===== config.mk =====
export PLATFORM = sky130hd
export DESIGN_NAME = axi_wr_addr_slave
export DESIGN_NICKNAME = d
export VERILOG_FILES = /design/src/rtl/axi_wr_addr_slave.sv
export SDC_FILE = /design/constraint.sdc
export NUM_CORES = 1
export LEC_CHECK = 0
export ABC_AREA = 1
export CAP_MARGIN = 20
export CORE_UTILIZATION = 55
export DETAILED_ROUTE_END_ITERATION = 16
export PLACE_DENSITY_LB_ADDON = 0.25
export SYNTH_ARGS = -nofsm -noshare
export SYNTH_HDL_FRONTEND = slang
export SYNTH_SLANG_ARGS = --single-unit

===== constraint.sdc =====
create_clock -name clk -period 7.6 [get_ports clk]
set_input_delay 2.28 -clock clk [delete_from_list [all_inputs] [get_ports clk]]
set_output_delay 2.28 -clock clk [all_outputs]
set_load 0.03 [all_outputs]

===== src/rtl/axi_wr_addr_slave.sv =====
// AXI write-address channel slave: FWFT command queue with precomputed beat count and protocol checker.
// Latency: push at edge N presents the command after edge N; awready is registered (one bubble after a pop at full).
// Backpressure: awready deasserts when the queue will be full; cmd_* held stable while cmd_valid && !cmd_ready.
//
// Ports:
//   clk, rst            - single clock, synchronous active-high reset
//   awvalid/awready     - AW handshake; awid/awlen/awaddr are the request payload
//   cmd_valid/cmd_ready - head-of-queue command handshake; cmd_id/cmd_addr/cmd_beats = head entry
//   occupancy           - number of queued commands (0..DEPTH)
//   proto_err           - sticky flag: initiator changed or withdrew a request that was waiting for awready
// Optional build macro AXI_WR_ADDR_SLV_STATS_EN adds acc_count (wrapping handshake count) and
// full_cycles (saturating count of cycles spent full).

module axi_wr_addr_slave #(
  parameter int ID_W   = 4,
  parameter int LEN_W  = 8,
  parameter int ADDR_W = 32,
  parameter int DEPTH  = 4
) (
  input  logic                     clk,
  input  logic                     rst,
  input  logic                     awvalid,
  output logic                     awready,
  input  logic [ID_W-1:0]          awid,
  input  logic [LEN_W-1:0]         awlen,
  input  logic [ADDR_W-1:0]        awaddr,
  output logic                     cmd_valid,
  input  logic                     cmd_ready,
  output logic [ID_W-1:0]          cmd_id,
  output logic [ADDR_W-1:0]        cmd_addr,
  output logic [LEN_W:0]           cmd_beats,
  output logic [$clog2(DEPTH):0]   occupancy,
  output logic                     proto_err
`ifdef AXI_WR_ADDR_SLV_STATS_EN
  ,
  output logic [15:0]              acc_count,
  output logic [15:0]              full_cycles
`endif
);

  localparam int PTR_W = $clog2(DEPTH);
  localparam int OCC_W = PTR_W + 1;
  localparam logic [OCC_W-1:0] FULL_LVL = OCC_W'(DEPTH);

  typedef struct packed {
    logic [ID_W-1:0]   id;
    logic [ADDR_W-1:0] addr;
    logic [LEN_W:0]    beats;
  } cmd_t;

  typedef enum logic {
    ST_IDLE,
    ST_PEND
  } chk_state_e;

  cmd_t             mem_q [DEPTH];
  logic [PTR_W-1:0] wr_ptr_q, rd_ptr_q;
  logic [OCC_W-1:0] occ_q, occ_d;
  logic             awready_q, awready_d;
  logic             push, pop;
  cmd_t             wr_ent, head;

  chk_state_e        state_q;
  logic              proto_err_q;
  logic [ID_W-1:0]   lat_id_q;
  logic [LEN_W-1:0]  lat_len_q;
  logic [ADDR_W-1:0] lat_addr_q;
  logic              payload_diff;

  assign push = awvalid && awready_q;
  assign pop  = (occ_q != '0) && cmd_ready;

  // Beat count is formed on entry so the write engine never needs the +1 adder.
  assign wr_ent.id    = awid;
  assign wr_ent.addr  = awaddr;
  assign wr_ent.beats = {1'b0, awlen} + {{LEN_W{1'b0}}, 1'b1};

  always_comb begin
    occ_d = occ_q;
    if (push && !pop) begin
      occ_d = occ_q + OCC_W'(1);
    end else if (!push && pop) begin
      occ_d = occ_q - OCC_W'(1);
    end
    // Looking at the next level (not the current one) keeps awready registered
    // without ever overfilling the queue.
    awready_d = (occ_d < FULL_LVL);
  end

  always_ff @(posedge clk) begin
    if (rst) begin
      wr_ptr_q  <= '0;
      rd_ptr_q  <= '0;
      occ_q     <= '0;
      awready_q <= 1'b0;
    end else begin
      if (push) wr_ptr_q <= wr_ptr_q + PTR_W'(1);
      if (pop)  rd_ptr_q <= rd_ptr_q + PTR_W'(1);
      occ_q     <= occ_d;
      awready_q <= awready_d;
    end
  end

  // Storage has no reset; contents are only observed while cmd_valid is high.
  always_ff @(posedge clk) begin
    if (push) mem_q[wr_ptr_q] <= wr_ent;
  end

  assign head      = mem_q[rd_ptr_q];
  assign cmd_valid = (occ_q != '0);
  assign cmd_id    = head.id;
  assign cmd_addr  = head.addr;
  assign cmd_beats = head.beats;
  assign occupancy = occ_q;
  assign awready   = awready_q;

  // Protocol checker: once a request is stalled it must stay valid with an
  // unchanged payload until it is accepted.
  assign payload_diff = (awid != lat_id_q) || (awaddr != lat_addr_q) || (awlen != lat_len_q);

  always_ff @(posedge clk) begin
    if (rst) begin
      state_q     <= ST_IDLE;
      proto_err_q <= 1'b0;
      lat_id_q    <= '0;
      lat_len_q   <= '0;
      lat_addr_q  <= '0;
    end else begin
      case (state_q)
        ST_IDLE: begin
          if (awvalid && !awready_q) begin
            state_q    <= ST_PEND;
            lat_id_q   <= awid;
            lat_len_q  <= awlen;
            lat_addr_q <= awaddr;
          end
        end
        ST_PEND: begin
          if (!awvalid || payload_diff) begin
            proto_err_q <= 1'b1;
            state_q     <= ST_IDLE;
          end else if (awready_q) begin
            state_q <= ST_IDLE;
          end
        end
        default: state_q <= ST_IDLE;
      endcase
    end
  end

  assign proto_err = proto_err_q;

`ifdef AXI_WR_ADDR_SLV_STATS_EN
  logic [15:0] acc_count_q, full_cycles_q;

  always_ff @(posedge clk) begin
    if (rst) begin
      acc_count_q   <= '0;
      full_cycles_q <= '0;
    end else begin
      if (push) acc_count_q <= acc_count_q + 16'd1;
      if ((occ_q == FULL_LVL) && (full_cycles_q != 16'hFFFF)) begin
        full_cycles_q <= full_cycles_q + 16'd1;
      end
    end
  end

  assign acc_count   = acc_count_q;
  assign full_cycles = full_cycles_q;
`endif

endmodule

# ---- After elaboration in Yosys (flattened, before gate mapping)
# Memories as Yosys holds them, arrays and structs flattened. A register that Yosys moved wholly into a read port is not among the register bits.
# Index checks and enable logic that the tools add are counted.
dict set report op_classes {
  magnitude_cmp 1
  eq_ne 3
  addsub 5
  bitwise 1
  n_reduce_logical 15
  mux 10
}
# cell count
set ops {}
lappend ops {{$ne A32 B32 Y1} 1}
lappend ops {{$add A8 B1 Y9 const B} 1}
lappend ops {{$ne A8 B8 Y1} 1}
lappend ops {{$mux W3} 2}
lappend ops {{$logic_and A1 B1 Y1} 5}
lappend ops {{$mux W1} 5}
lappend ops {{$add A2 B1 Y2 const B} 2}
lappend ops {{$logic_not A1 Y1} 4}
lappend ops {{$mux W2} 2}
lappend ops {{$ne A4 B4 Y1} 1}
lappend ops {{$reduce_and A2 Y1} 2}
lappend ops {{$add A3 B1 Y3 const B} 1}
lappend ops {{$logic_or A1 B1 Y1} 3}
lappend ops {{$lt A3 B3 Y1 const B} 1}
lappend ops {{$reduce_bool A3 Y1} 1}
lappend ops {{$sub A3 B1 Y3 const B} 1}
lappend ops {{$pmux W1 S2} 1}
lappend ops {{$not A1 Y1} 1}
dict set report totals {
  mem_bits_rw 180
  out_inout_bits 51
  regBits 54
  elab_cells 45
  memories 1
}
# name words width rd rd_clocked_by_memory_dff wr line
set mem_list {}
lappend mem_list {mem_q 4 45 1 1 1 56} ;# cmd_t mem_q [DEPTH];

# ---- Depth between registers and ports, before layout
# Gate-level depths: netlist of run 1.
dict set report logic_depth {
  word_depth 6
  depth_mapped 11
}

# ---- Least setup slack after synthesis of run 1
# Ideal clock, no wire load.
dict set report synth_path {
  path_kind {input-to-reg}
  start {input awvalid}
  end {memory mem_q[0][0] (netlist name) (enable)}
  setup_time_ns 0.448
  path_buffers 0
  arrival_time_ns 4.373
  path_slack_ns 2.780
  t_required_ns 7.152
  cell_stages 2
  path_cell_list {nand2_1 nor2_1}
}
dict set report synth_between {
  elab_chain_len 3
}
# item line
set synth_rtl {}
lappend synth_rtl {{from (decl)} 22} ;# input logic awvalid,
lappend synth_rtl {{$logic_and A1 B1 Y1} 70} ;# assign push = awvalid && awready_q;
lappend synth_rtl {{$mux W1} 106} ;# if (push) mem_q[wr_ptr_q] <= wr_ent;
lappend synth_rtl {{$mux W1 (implied by the code)} 106}
lappend synth_rtl {{to (decl)} 56}
# Every way passes these cells.

==> results.py, run 1 <==
metrics = {
    "run_status": {
        "status": "completed",
    },
    "sta": {
        "worst_clock_skew_ps": 6.01,
        "worstMarginPinSlew_ps": 927,
        "timing.fmax_ghz": 0.190,
        "timing.hold.ws_ps": 459,
        "fin_crit_ps": 5270,
        "max_slew_margin": 0.382,
        "setup_tns_ps": 0,
        "finalCritPeriodShare": 0.694,
        "rsz0062_at_grt": "false",
        "setup_viol": 0,
        "slew_viol_final": 0,
        "finalHoldViolCount": 0,
    },
    "setup_path": {
        "cpPeakStageDelay_ps": 730,
        "cp.arrival_ps": 2990,
        "critPathMaxFanout": 50,
        "worst_setup_path_end_kind": "output pin",
        "path_class": "register to output pin",
        "start_kind": "register",
        "cp_data_required_time_ps": 5320,
        "cp_slowest_cell": "clkdlybuf4s50_1",
        "crit_chain": "clkinv_2, buf_4, o21ai_0, o22ai_1, clkdlybuf4s50_1",
    },
    "global_routing": {
        "grt_pass1_vias": 6118,
        "grt_start_max_net_pins": 91,
        "antenna_found_initial": 0,
        "grt_usage": 0.224,
        "gr-total-overflow": 0,
        "grt_pass1_wl_microns": 31400,
    },
    "final_layout": {
        "multi_input_area_sq_mm": 0.00256,
        "final_nets": 1018,
        "drive_gt1_frac": 0.0613,
        "regArea_sq_mm": 0.00653,
        "synthToLayoutAreaGrowth_pct": 19.8,
        "nFillCells": 1269,
        "mostFrequentLayoutCell": "edfxtp_1",
        "final_core_utilization": 0.682,
        "antenna_cells": 0,
        "final_cell_mix": "edfxtp_1 (180), o21ai_0 (128), nor2_1 (114)",
        "design_area_sq_mm": 0.0115,
    },
    "yosys": {
        "ys_ff_latch": 236,
        "syn_area_per_cell_sq_um": 11.0,
        "synth_warnings": 0,
        "seq_area_frac_synth": 0.681,
        "synthDistinctLibCells": 28,
        "synth_area_sq_mm": 0.00958,
        "synthCells": 871,
        "syn_nets": 929,
    },
    "clock_network": {
        "postCtsSetupBuffers": 0,
        "cts_made_buffers": 24,
        "hold_buffers": 0,
        "clockBufferDepth": 3,
        "clk_pin_slew_ps": 60,
        "cts_tree": "built",
        "cts_sinks": 236,
        "clock_latency_ps": 510,
        "post_cts_resized": 0,
        "htreeDepth": 1,
        "cts_root_buf": "clkbuf_16",
    },
    "power": {
        "p_clk_frac": 0.294,
        "p_leak_uw": 0.00415,
        "power_density_mw_per_mm2": 326,
        "ir_drop_v": 0.000290,
        "switching_share": 0.324,
        "p_int_uw": 2530,
        "combPwrFrac": 0.288,
        "seq_power_share": 0.417,
        "switchingPower_uw": 1220,
        "finalPower_uw": 3750,
    },
    "route": {
        "routedWlPerCell_microns": 16.3,
        "drc_errors": 0,
        "via_per_inst": 5.40,
        "vias": 6471,
        "drt_first_iter_violations": 431,
        "drtPass1Iterations": 5,
        "drt_wl_total_microns": 19600,
        "ant_nets": 0,
    },
    "floorplanning": {
        "start_util": 0.570,
        "die_w_microns": 134,
        "rows": 47,
        "die_area_sq_mm": 0.0180,
        "pin_count": 99,
        "die_h_microns": 134,
        "core_sq_mm": 0.0168,
    },
    "placed_design": {
        "io_buffers": 98,
        "gp_congestion": 0.725,
        "place_hpwl_microns": 11200,
        "dpl_cell_area_sq_mm": 0.0107,
    },
    "flow_run": {
        "cap_violations": 0,
    },
    "hold_path": {
        "hp-class": "register to register",
    },
}
-- power by group through the flow --
stage / registers (uW) / logic [uW] / clock network, uW
CTS: 1560 / 1090 / 1120
floorplan: 1600 / 674 / 0
global placement: 1590 / 1060 / 0
global route: 1580 / 1170 / 1170
finish: 1560 / 1080 / 1100
detailed placement: 1590 / 1080 / 0
-- final cells by class --
cell class | instances | area share
flip-flops and latches | 236 | 0.569
multi-input cells | 504 | 0.223
repair buffers | 106 | 0.0907
clock buffers | 26 | 0.0548
inverters | 88 | 0.0289
well taps | 220 | 0.0240
clock inverters | 18 | 0.0102
-- per-stage QoR --
stage,instances,worst slack [ps]
6_report,1198,2330
5_1_grt,1198,2170
4_1_cts,1198,2320
3_5_place_dp,1154,2830
3_3_place_gp,1154,2860
2_1_floorplan,871,2780
-- synthesized netlist by cell type --
cell / instances / area share
ha_1: 10 / 0.013
or2_0: 1 / 0.00065
o22ai_1: 45 / 0.029
a21oi_2: 2 / 0.0018
clkinv_2: 1 / 0.00052
nor3_1: 1 / 0.00052
nand3b_4: 1 / 0.0021
clkbuf_2: 1 / 0.00052
or2_1: 2 / 0.0013
buf_2: 14 / 0.0073
xnor2_2: 1 / 0.0017
inv_2: 1 / 0.00039
xnor2_1: 19 / 0.017
o21ai_1: 11 / 0.0057
nand4_1: 3 / 0.0020
dfxtp_1: 56 / 0.12
o21ai_0: 128 / 0.067
xor2_1: 6 / 0.0055
buf_4: 1 / 0.00078
nand2_1: 93 / 0.036
buf_6: 2 / 0.0024
or2_2: 1 / 0.00065
clkbuf_1: 25 / 0.0098
inv_1: 86 / 0.034
nand3_1: 9 / 0.0047
edfxtp_1: 180 / 0.56
nor2_1: 118 / 0.046
a21oi_1: 53 / 0.028
-- registers in the layout, indices dropped and copies added, names as in the netlist, named ones only --
register    cells
mem_q         180
lat_addr_q     32
lat_len_q       8
lat_id_q        4
occupancy       3
rd_ptr_q        2
wr_ptr_q        2
awready         1
proto_err       1
state_q         1
-- logic make-up (layout without fill, tap and decap cells) --
kind of cell / after synthesis / count (layout) / synth area share
AO/OA/AOI/OAI: 239 / 239 / 0.131
XOR/XNOR: 26 / 26 / 0.0245
AND/OR/NAND/NOR: 229 / 229 / 0.0945
flip-flops: 236 / 236 / 0.681
buffers and inverters: 131 / 238 / 0.0554
adder cells (fa/ha/maj): 10 / 10 / 0.0131
-- layer usage --
metal | vias to the layer above | part of all wire | GRT usage
met1 | 3108 | 0.45 | 0.302
met5 | - | 0 | 0
met2 | 152 | 0.49 | 0.383
met4 | 0 | 0.016 | 0.0600
li1 | 3185 | - | -
met3 | 26 | 0.044 | 0.0306
-- worst max-delay path: cells and delay by family (launching register included) --
family | cells | cell delay (ps)
AO/OA/AOI/OAI | 2 | 420
buffers and inverters | 3 | 1740
flip-flops | 1 | 320
-- final timing paths --
| kind | startpoint | endpoint | slack (ps) | cells past startpoint |
|---|---|---|---|---|
| hold reg to reg | lat_addr_q[30] | lat_addr_q[30] | 460 | 2 |
| setup / recovery | register | cmd_addr[9] | 2330 | 5 |
| hold / removal | lat_addr_q[30] | lat_addr_q[30] | 460 | 2 |
| setup reg to reg | awready | mem_q[2][6] | 5350 | 3 |
Power figures use the tool's default switching activity.
==> inputs of run 2 (changes only) <==
clock period = 5.3 ns   (was 7.6 ns; I/O delays follow)
==> run 2 against run 1 <==
Net effect: routed wire length up 0.61%; critical path depth down 1; critical path type unchanged; final cell count rose by 0.33%; first-iteration DRC count is 3.7% lower; total power increased by 49%; via count increased by 0.51%; worst setup slack got worse by 1500 ps; die area did not move; sequential share of layout area shrank 0.73 points.
==> results.py, run 2 (same netlist as run 1, synthesis figures left out) <==
metrics = {
    "flow_run": {
        "cap_violations": 0,
    },
    "sta": {
        "worstMarginPinSlew_ps": 875,
        "max_slew_margin": 0.416,
        "setup_tns_ps": 0,
        "finalCritPeriodShare": 0.843,
        "fin_ws_ps": 833,
        "fin_crit_ps": 4470,
        "rsz0062_at_grt": "false",
        "slew_viol_final": 0,
        "finalHoldViolCount": 0,
        "worst_clock_skew_ps": 11.4,
        "setup_viol": 0,
        "timing.hold.ws_ps": 456,
        "timing.fmax_ghz": 0.224,
    },
    "power": {
        "ir_drop_v": 0.000419,
        "finalPower_uw": 5590,
        "seq_power_share": 0.406,
        "p_leak_uw": 0.00421,
        "combPwrFrac": 0.277,
        "p_int_uw": 3840,
        "switchingPower_uw": 1750,
        "power_density_mw_per_mm2": 480,
        "switching_share": 0.313,
        "p_clk_frac": 0.317,
    },
    "global_routing": {
        "grt_pass1_wl_microns": 31400,
        "grt_usage": 0.224,
        "gr-total-overflow": 0,
        "grt_start_max_net_pins": 89,
        "antenna_found_initial": 0,
        "grt_pass1_vias": 6211,
    },
    "final_layout": {
        "final_cell_mix": "edfxtp_1 (180), o21ai_0 (128), nor2_1 (114)",
        "drive_gt1_frac": 0.0621,
        "top_register": "mem_q",
        "synthToLayoutAreaGrowth_pct": 21.3,
        "final_nets": 1022,
        "largest_reg_flops": 180,
        "top_regs": "mem_q (180), lat_addr_q (32), lat_len_q (8)",
        "design_area_sq_mm": 0.0116,
        "antenna_cells": 0,
        "mostFrequentLayoutCell": "edfxtp_1",
    },
    "placed_design": {
        "dp_slack_ps": 1390,
        "dpl_cell_area_sq_mm": 0.0108,
        "io_buffers": 98,
        "place_hpwl_microns": 11700,
        "gp_congestion": 0.739,
    },
    "route": {
        "drtPass1Iterations": 4,
        "routedWlPerCell_microns": 16.4,
        "vias": 6504,
        "via_per_inst": 5.41,
        "drc_errors": 0,
        "drt_first_iter_violations": 415,
        "drt_wl_total_microns": 19700,
        "ant_nets": 0,
    },
    "floorplanning": {
        "core_sq_mm": 0.0168,
        "die_area_sq_mm": 0.0180,
        "rows": 47,
        "start_util": 0.570,
        "pin_count": 99,
        "die_h_microns": 134,
        "die_w_microns": 134,
    },
    "setup_path": {
        "cp_slowest_cell": "clkdlybuf4s50_1",
        "worst_setup_path_end_kind": "output pin",
        "critPathMaxFanout": 36,
        "cpPeakStageDelay_ps": 730,
        "start_kind": "register",
        "cp.arrival_ps": 2880,
        "path_class": "register to output pin",
        "crit_chain": "buf_4, o21ai_0, o22ai_1, clkdlybuf4s50_1",
        "path_buf_inv": 2,
        "critPathTopFamily": "buffers and inverters",
        "cp_data_required_time_ps": 3710,
    },
    "hold_path": {
        "hp-class": "register to register",
    },
    "clock_network": {
        "cts_made_buffers": 24,
        "clock_latency_ps": 510,
        "post_cts_resized": 0,
        "postCtsSetupBuffers": 0,
        "htreeDepth": 1,
        "cts_root_buf": "clkbuf_16",
        "clockBufferDepth": 3,
        "cts_tree": "built",
        "cts_sinks": 236,
        "hold_buffers": 0,
        "clk_pin_slew_ps": 60,
    },
    "run_status": {
        "status": "completed",
    },
}
## run 2: cell types whose count changed in the layout (fill, tap and decap cells not counted), moves of 2 or more
| cell | before | now |
|---|---|---|
| buf_12 | 0 | 2 |
| buf_4 | 8 | 10 |
| bufinv_16 | 1 | 4 |
| clkbuf_1 | 1 | 6 |
| clkbuf_8 | 0 | 3 |
| clkinv_1 | 3 | 1 |
| clkinv_2 | 13 | 5 |
## run 2: power groups by stage
stage          Clock (uW)  Sequential [uW]  Combinational [uW]
2_1_floorplan           0             2300                 966
3_3_place_gp            0             2300                1520
3_5_place_dp            0             2310                1540
4_1_cts              1800             2270                1550
5_1_grt              1860             2290                1670
6_report             1770             2270                1550
## run 2: area by class of cell
cell class                      count  area [sq um]
Sequential cell                   236          6530
Clock inverter                     10           153
Inverter                           88           332
Tap cell                          220           275
Multi-Input combinational cell    504          2560
Clock buffer                       34           689
Fill cell                        1233          5190
Timing Repair Buffer              110          1100
## run 2: worst paths after layout
check,from,slack [ps],endpoint,cells past startpoint
worst max-delay path,register,830,cmd_addr[9],4
worst min-delay path,lat_len_q[7],460,lat_len_q[7],2
worst max register to register,awready,3280,mem_q[0][39],3
worst min register to register,lat_len_q[7],460,lat_len_q[7],2
## run 2: layer usage
metal,share of wire,up-vias,routed length (microns),track usage
met5,0,-,0,0
met4,0.021,0,418,0.0625
met3,0.051,34,1010,0.0276
met2,0.49,179,9660,0.380
met1,0.44,3100,8600,0.305
li1,-,3191,-,-
## run 2: per-stage QoR
| stage | util | std cells |
|---|---|---|
| finish | 0.691 | 1202 |
| global placement | 0.641 | 1158 |
| global route | 0.691 | 1202 |
| CTS | 0.691 | 1202 |
| floorplan | - | 871 |
| detailed placement | 0.641 | 1158 |
## run 2: worst min-delay path, cell delays in order, from the launching register on
cell     delay [ps]
dfxtp_1         310
inv_1            50
a21oi_1          50
